[src/rtl/cpu_types_pkg.sv]
// Shared CPU-side types for the memory arbiter slice.
//   word_t      : address/data word of the CPU memory interface
//   ramstate_t  : status reported by the RAM model each cycle
//   arb_state_t : grant state of the instruction/data memory arbiter
package cpu_types_pkg;

  localparam int WORD_W = 32;

  typedef logic [WORD_W-1:0] word_t;

  typedef enum logic [1:0] {
    FREE   = 2'd0,
    BUSY   = 2'd1,
    ACCESS = 2'd2,
    ERROR  = 2'd3
  } ramstate_t;

  typedef enum logic [1:0] {
    IDLE = 2'd0,
    IGNT = 2'd1,
    DGNT = 2'd2
  } arb_state_t;

endpackage

[src/rtl/arb_starve_cnt.sv]
// Starvation tracker for the instruction port of mem_arbiter.
// Counts data grants handed out while an instruction request was waiting.
// Implemented as a down-counter of remaining data-grant credits: a reload
// corresponds to a starvation count of 0, and max_hit means the count has
// reached STARVE_MAX (no credits left).
//   CLK     : clock
//   RST     : asynchronous active-high reset (count back to 0)
//   inc     : one more data grant taken while instruction was pending
//   clr     : instruction port granted, forget the history
//   max_hit : starvation count equals STARVE_MAX
module arb_starve_cnt #(
  parameter int STARVE_MAX = 4
) (
  input  logic CLK,
  input  logic RST,
  input  logic inc,
  input  logic clr,
  output logic max_hit
);

  localparam int CW = (STARVE_MAX < 1) ? 1 : $clog2(STARVE_MAX + 1);
  localparam logic [CW-1:0] RELOAD = CW'(STARVE_MAX);

  logic [CW-1:0] credit_q;

  always_ff @(posedge CLK or posedge RST) begin
    if (RST) begin
      credit_q <= RELOAD;
    end else if (clr) begin
      credit_q <= RELOAD;
    end else if (inc && (credit_q != '0)) begin
      // saturates at zero credits, i.e. count stays at STARVE_MAX
      credit_q <= credit_q - CW'(1);
    end
  end

  assign max_hit = (credit_q == '0);

endmodule

[src/rtl/mem_arbiter.sv]
// Two-port (instruction / data) arbiter in front of a single RAM port.
// Data normally has priority; the instruction port is forced through after
// STARVE_MAX consecutive data grants taken while it was waiting.
// Each grant serves exactly one RAM transfer, then returns to IDLE.
//
//   state | meaning
//   ------+-----------------------------------------------
//   IDLE  | no grant, RAM enables low, arbitration cycle
//   IGNT  | instruction port owns the RAM until ACCESS
//   DGNT  | data port owns the RAM until ACCESS
//
// Ports:
//   CLK, RST               : clock, async active-high reset
//   iREN, iaddr            : instruction read request/address
//   iload, iwait           : instruction read data / stall
//   dREN, dWEN             : data read / write request
//   daddr, dstore          : data address / write data
//   dload, dwait           : data read data / stall
//   ramREN, ramWEN         : RAM read / write enable
//   ramaddr, ramstore      : RAM address / write data
//   ramload, ramstate      : RAM read data / status
//   err                    : sticky, set when the RAM reports ERROR
module mem_arbiter
  import cpu_types_pkg::*;
#(
  parameter int STARVE_MAX = 4,
  parameter int ADDR_W     = 32
) (
  input  logic              CLK,
  input  logic              RST,
  // instruction port
  input  logic              iREN,
  input  logic [ADDR_W-1:0] iaddr,
  output logic [ADDR_W-1:0] iload,
  output logic              iwait,
  // data port
  input  logic              dREN,
  input  logic              dWEN,
  input  logic [ADDR_W-1:0] daddr,
  input  logic [ADDR_W-1:0] dstore,
  output logic [ADDR_W-1:0] dload,
  output logic              dwait,
  // RAM side
  output logic              ramREN,
  output logic              ramWEN,
  output logic [ADDR_W-1:0] ramaddr,
  output logic [ADDR_W-1:0] ramstore,
  input  logic [ADDR_W-1:0] ramload,
  input  ramstate_t         ramstate,
  // status
  output logic              err
);

  arb_state_t state_q;
  arb_state_t arb_pick;
  logic       err_q;
  logic       d_req;
  logic       starve_max;
  logic       starve_inc;
  logic       starve_clr;

  assign d_req = dREN | dWEN;

  // Arbitration result used only while in IDLE.
  always_comb begin
    arb_pick = IDLE;
    if (d_req && !(starve_max && iREN)) begin
      arb_pick = DGNT;
    end else if (iREN) begin
      arb_pick = IGNT;
    end
  end

  assign starve_inc = (state_q == IDLE) && (arb_pick == DGNT) && iREN;
  assign starve_clr = (state_q == IDLE) && (arb_pick == IGNT);

  arb_starve_cnt #(
    .STARVE_MAX (STARVE_MAX)
  ) u_starve (
    .CLK     (CLK),
    .RST     (RST),
    .inc     (starve_inc),
    .clr     (starve_clr),
    .max_hit (starve_max)
  );

  // A dropped request ends the grant; an ERROR only matters to a live
  // requester, which stays granted and retries.
  always_ff @(posedge CLK or posedge RST) begin
    if (RST) begin
      state_q <= IDLE;
      err_q   <= 1'b0;
    end else begin
      case (state_q)
        IDLE: begin
          state_q <= arb_pick;
        end
        IGNT: begin
          if (!iREN || (ramstate == ACCESS)) begin
            state_q <= IDLE;
          end
          if (iREN && (ramstate == ERROR)) begin
            err_q <= 1'b1;
          end
        end
        DGNT: begin
          if (!d_req || (ramstate == ACCESS)) begin
            state_q <= IDLE;
          end
          if (d_req && (ramstate == ERROR)) begin
            err_q <= 1'b1;
          end
        end
        default: begin
          state_q <= IDLE;
        end
      endcase
    end
  end

  // RAM-side mux; enables follow the live request so an abort takes
  // effect in the same cycle.
  always_comb begin
    ramREN   = 1'b0;
    ramWEN   = 1'b0;
    ramaddr  = '0;
    ramstore = '0;
    case (state_q)
      IGNT: begin
        ramREN  = iREN;
        ramaddr = iaddr;
      end
      DGNT: begin
        ramWEN   = dWEN;
        ramREN   = dREN & ~dWEN;
        ramaddr  = daddr;
        ramstore = dstore;
      end
      default: begin
      end
    endcase
  end

  assign iload = ramload;
  assign dload = ramload;

  assign iwait = iREN  & ~((state_q == IGNT) && (ramstate == ACCESS));
  assign dwait = d_req & ~((state_q == DGNT) && (ramstate == ACCESS));

  assign err = err_q;

endmodule

[config.mk]
export PLATFORM = sky130hd
export DESIGN_NAME = mem_arbiter
export DESIGN_NICKNAME = d
export VERILOG_FILES = /design/src/rtl/cpu_types_pkg.sv /design/src/rtl/arb_starve_cnt.sv /design/src/rtl/mem_arbiter.sv
export SDC_FILE = /design/constraint.sdc
export NUM_CORES = 1
export LEC_CHECK = 0
export ABC_AREA = 1
export BUFFER_PORTS_ARGS = -buffer_cell sky130_fd_sc_hd__clkbuf_2
export CAP_MARGIN = 20
export CORE_AREA = 2 2 103 105
export CTS_CLUSTER_DIAMETER = 120
export CTS_CLUSTER_SIZE = 8
export DETAILED_ROUTE_END_ITERATION = 8
export DIE_AREA = 0 0 105 107
export GPL_TIMING_DRIVEN = 0
export PLACE_DENSITY_LB_ADDON = 0.15
export SYNTH_ARGS = -nofsm -noshare
export SYNTH_HDL_FRONTEND = slang
export SYNTH_HIERARCHICAL = 1
export SYNTH_SLANG_ARGS = --single-unit
[constraint.sdc]
create_clock -name CLK -period 2.4 [get_ports CLK]
set_input_delay 0.12 -clock CLK [delete_from_list [all_inputs] [get_ports CLK]]
set_output_delay 0.12 -clock CLK [all_outputs]
set_load 0.02 [all_outputs]
==> summary.txt <==
Min path
  – HP Class: in2reg
  – Worst hold path startpoint: ramstate[0]
  – WHS Endpoint: err
  – Hold Crit Depth: 5

Pwr
  – Cell-internal power: 1040 uW
  – Seq pwr share: 0.067
  – Clock Power Share: 0.062
  – Sw Share: 0.586
  – Power Density: 793 nW/um2
  – Switching power: 1470 uW
  – Worst IR Drop VDD: 0.334 mV
  – Tot Pwr: 2520 uW
  – Leak: 0.00215 uW
  – Logic pwr share: 0.871

Routing
  – Routed WL: 7940 um
  – Routed length per placed instance: 11.5 um
  – Vias: 2512
  – DRT iter0 DRCs: 84
  – Vias/cell: 3.65
  – Post-DRT Antenna Nets: 0
  – DRC viols: 0
  – Pre-Repair DR Iteration Count: 4

Outcome
  – Status: finished clean

Clock tree
  – Total CTS buffers: 3
  – CTS clk-pin slew, worst paths: 0.04 ns
  – CTS tree: built
  – Post-cts gate resize count: 0
  – CTS sink cnt: 6
  – Worst-Skew Late Latency: 0.22 ns
  – Root Buffer: clkbuf_8
  – H-tree depth: 1
  – Clk buf depth: 2

Critical path
  – FF-to-FF setup slack: 0.85 ns
  – Worst r2r src: u_starve/credit_q[0]
  – Crit start category: register
  – Reg2reg path depth: 9
  – Reg2Reg Capture Point: u_starve/credit_q[1]
  – Setup crit end kind: primary output
  – Crit Path Class: reg2out
  – Crit-path max FO: 10
  – CP required: 2.28 ns
  – Crit path arrival time: 1.76 ns

Cells and area
  – # diodes: 0
  – Final #Nets: 694
  – Syn-to-layout area delta: 79.2%
  – Ratio of cells with drive above 1 in the final layout: 0.591
  – Commonest cells after routing, fill and taps aside: clkbuf_2, nand2_1, buf_4
  – Non-filler cells, final: 689
  – Commonest non-fill, non-tap cell in the layout: clkbuf_2

Synthesis
  – Synthesized area per cell: 5.66 um2
  – Cell variety after synth: 20
  – Mapped cell area: 1770 um2
  – Cells after synthesis: 313
  – Seq/Total Area, Yosys: 0.0855
  – Synthesized net count: 453
  – Syn. warnings: 6
  – Flops & latches, synth: 6

Die
  – Chip width: 105 um
  – Die area: 11200 um2
  – Starting density of the core: 0.175
  – Core ar.: 10100 um2
  – Die Y: 107 um
  – # rows: 37
  – IO Pins: 268

STA
  – Max-slew headroom: 0.837
  – FMAX: 531 MHz
  – Final setup fails: 0
  – Hold slack: 0.234 ns
  – Final Cycle Share: 0.785
  – Final count of pins violating max slew: 0
  – Final TNS setup: 0 ns
  – Unrepaired setup endpoints after global routing: false
  – Clock Skews: 0.00480 ns
  – Final worst slack: 0.517 ns
  – Post-layout min period: 1.88 ns
  – Final Hold Fails: 0
  – Worst-Margin Slew: 0.244 ns

Global routing
  – Vias in the first global route: 2285
  – Largest net degree at the start of global routing: 11
  – Total global-route track usage: 0.132
  – Total grt overflow: 0
  – Global-route wire length before repair: 11800 um
  – Initial antenna violation count: 0

Placed design
  – Placed insts: 684
  – Setup WS pre-CTS: 0.710 ns
  – Placer Congestion: 0.808
  – Placed wire-length estimate: 7050 um
  – Port-buffer cells: 235

Flow run
  – Max Cap Viol: 0
[through the flow]
stage	util	instance area, um2
6_report	0.314	3170
3_3_place_gp	0.309	3120
5_1_grt	0.314	3170
4_1_cts	0.314	3170
3_5_place_dp	0.309	3120
2_1_floorplan	-	1770
[power by group through the flow]
stage / Combinational [uW] / Clock (uW) / Sequential, uW
floorplan: 1500 / 0 / 162
global placement: 2220 / 0 / 168
detailed placement: 2230 / 0 / 171
CTS: 2240 / 162 / 170
global route: 2420 / 173 / 174
finish: 2190 / 155 / 170
[worst max path at each step]
stage / slack [ns] / to / startpoint / cells after the start
floorplan: 1.02 / u_starve/credit_q[1] / u_starve/credit_q[0] / 10
global placement: 0.75 / ramaddr[3] / state_q[0] / 6
detailed placement: 0.71 / ramaddr[3] / state_q[0] / 6
CTS: 0.47 / ramaddr[3] / state_q[0] / 6
global route: 0.39 / ramaddr[3] / state_q[0] / 6
finish: 0.52 / ramaddr[3] / state_q[0] / 6
[routing by layer]
layer / vias up / share of wire / GRT usage
li1: 1341 / - / -
met1: 1060 / 0.37 / 0.145
met2: 109 / 0.54 / 0.258
met3: 2 / 0.089 / 0.0340
met4: 0 / 0.0048 / 0.0162
met5: - / 0 / 0
[synthesized netlist by cell type, drive strengths merged]
cell	n	area [um2]
nand2	117	444
buf	79	637
inv	54	203
a21oi	34	174
nand3	10	55.1
dfrtp	5	125
ha	5	62.6
nor2	5	21.3
o21ai	3	22.5
dfstp	1	26.3
[area by class of cell]
cell class	count	area (um2)
inverter	54	203
sequential	6	151
tap	136	170
buffer	79	637
timing repair buffer	236	1190
fill	1195	6920
multi-input combinational	174	779
clock buffer	4	45.0
[cell families after synthesis]
| logic type | after synthesis | share of synthesized area |
|---|---|---|
| flops | 6 | 0.0855 |
| compound gates | 37 | 0.111 |
| buf+inv | 133 | 0.474 |
| simple gates | 132 | 0.294 |
| fa+ha+maj | 5 | 0.0353 |
[critical path: stages (launching register included)]
cell	delay (ns)
dfrtp_1	0.38
inv_1	0.08
ha_1	0.27
inv_1	0.12
buf_2	0.24
a21oi_1	0.24
clkbuf_2	0.22
[sequential cells by signal, indices dropped and copies added (netlist names)]
signal	count
err	1
state_q	2
u_starve/credit_q	3
[repair_timing]
action                                 CTS  global route
setup buffers                            0             0
endpoints found under the hold margin    6             0
hold buffers                             1             0
(Power assumes the default switching activity.)
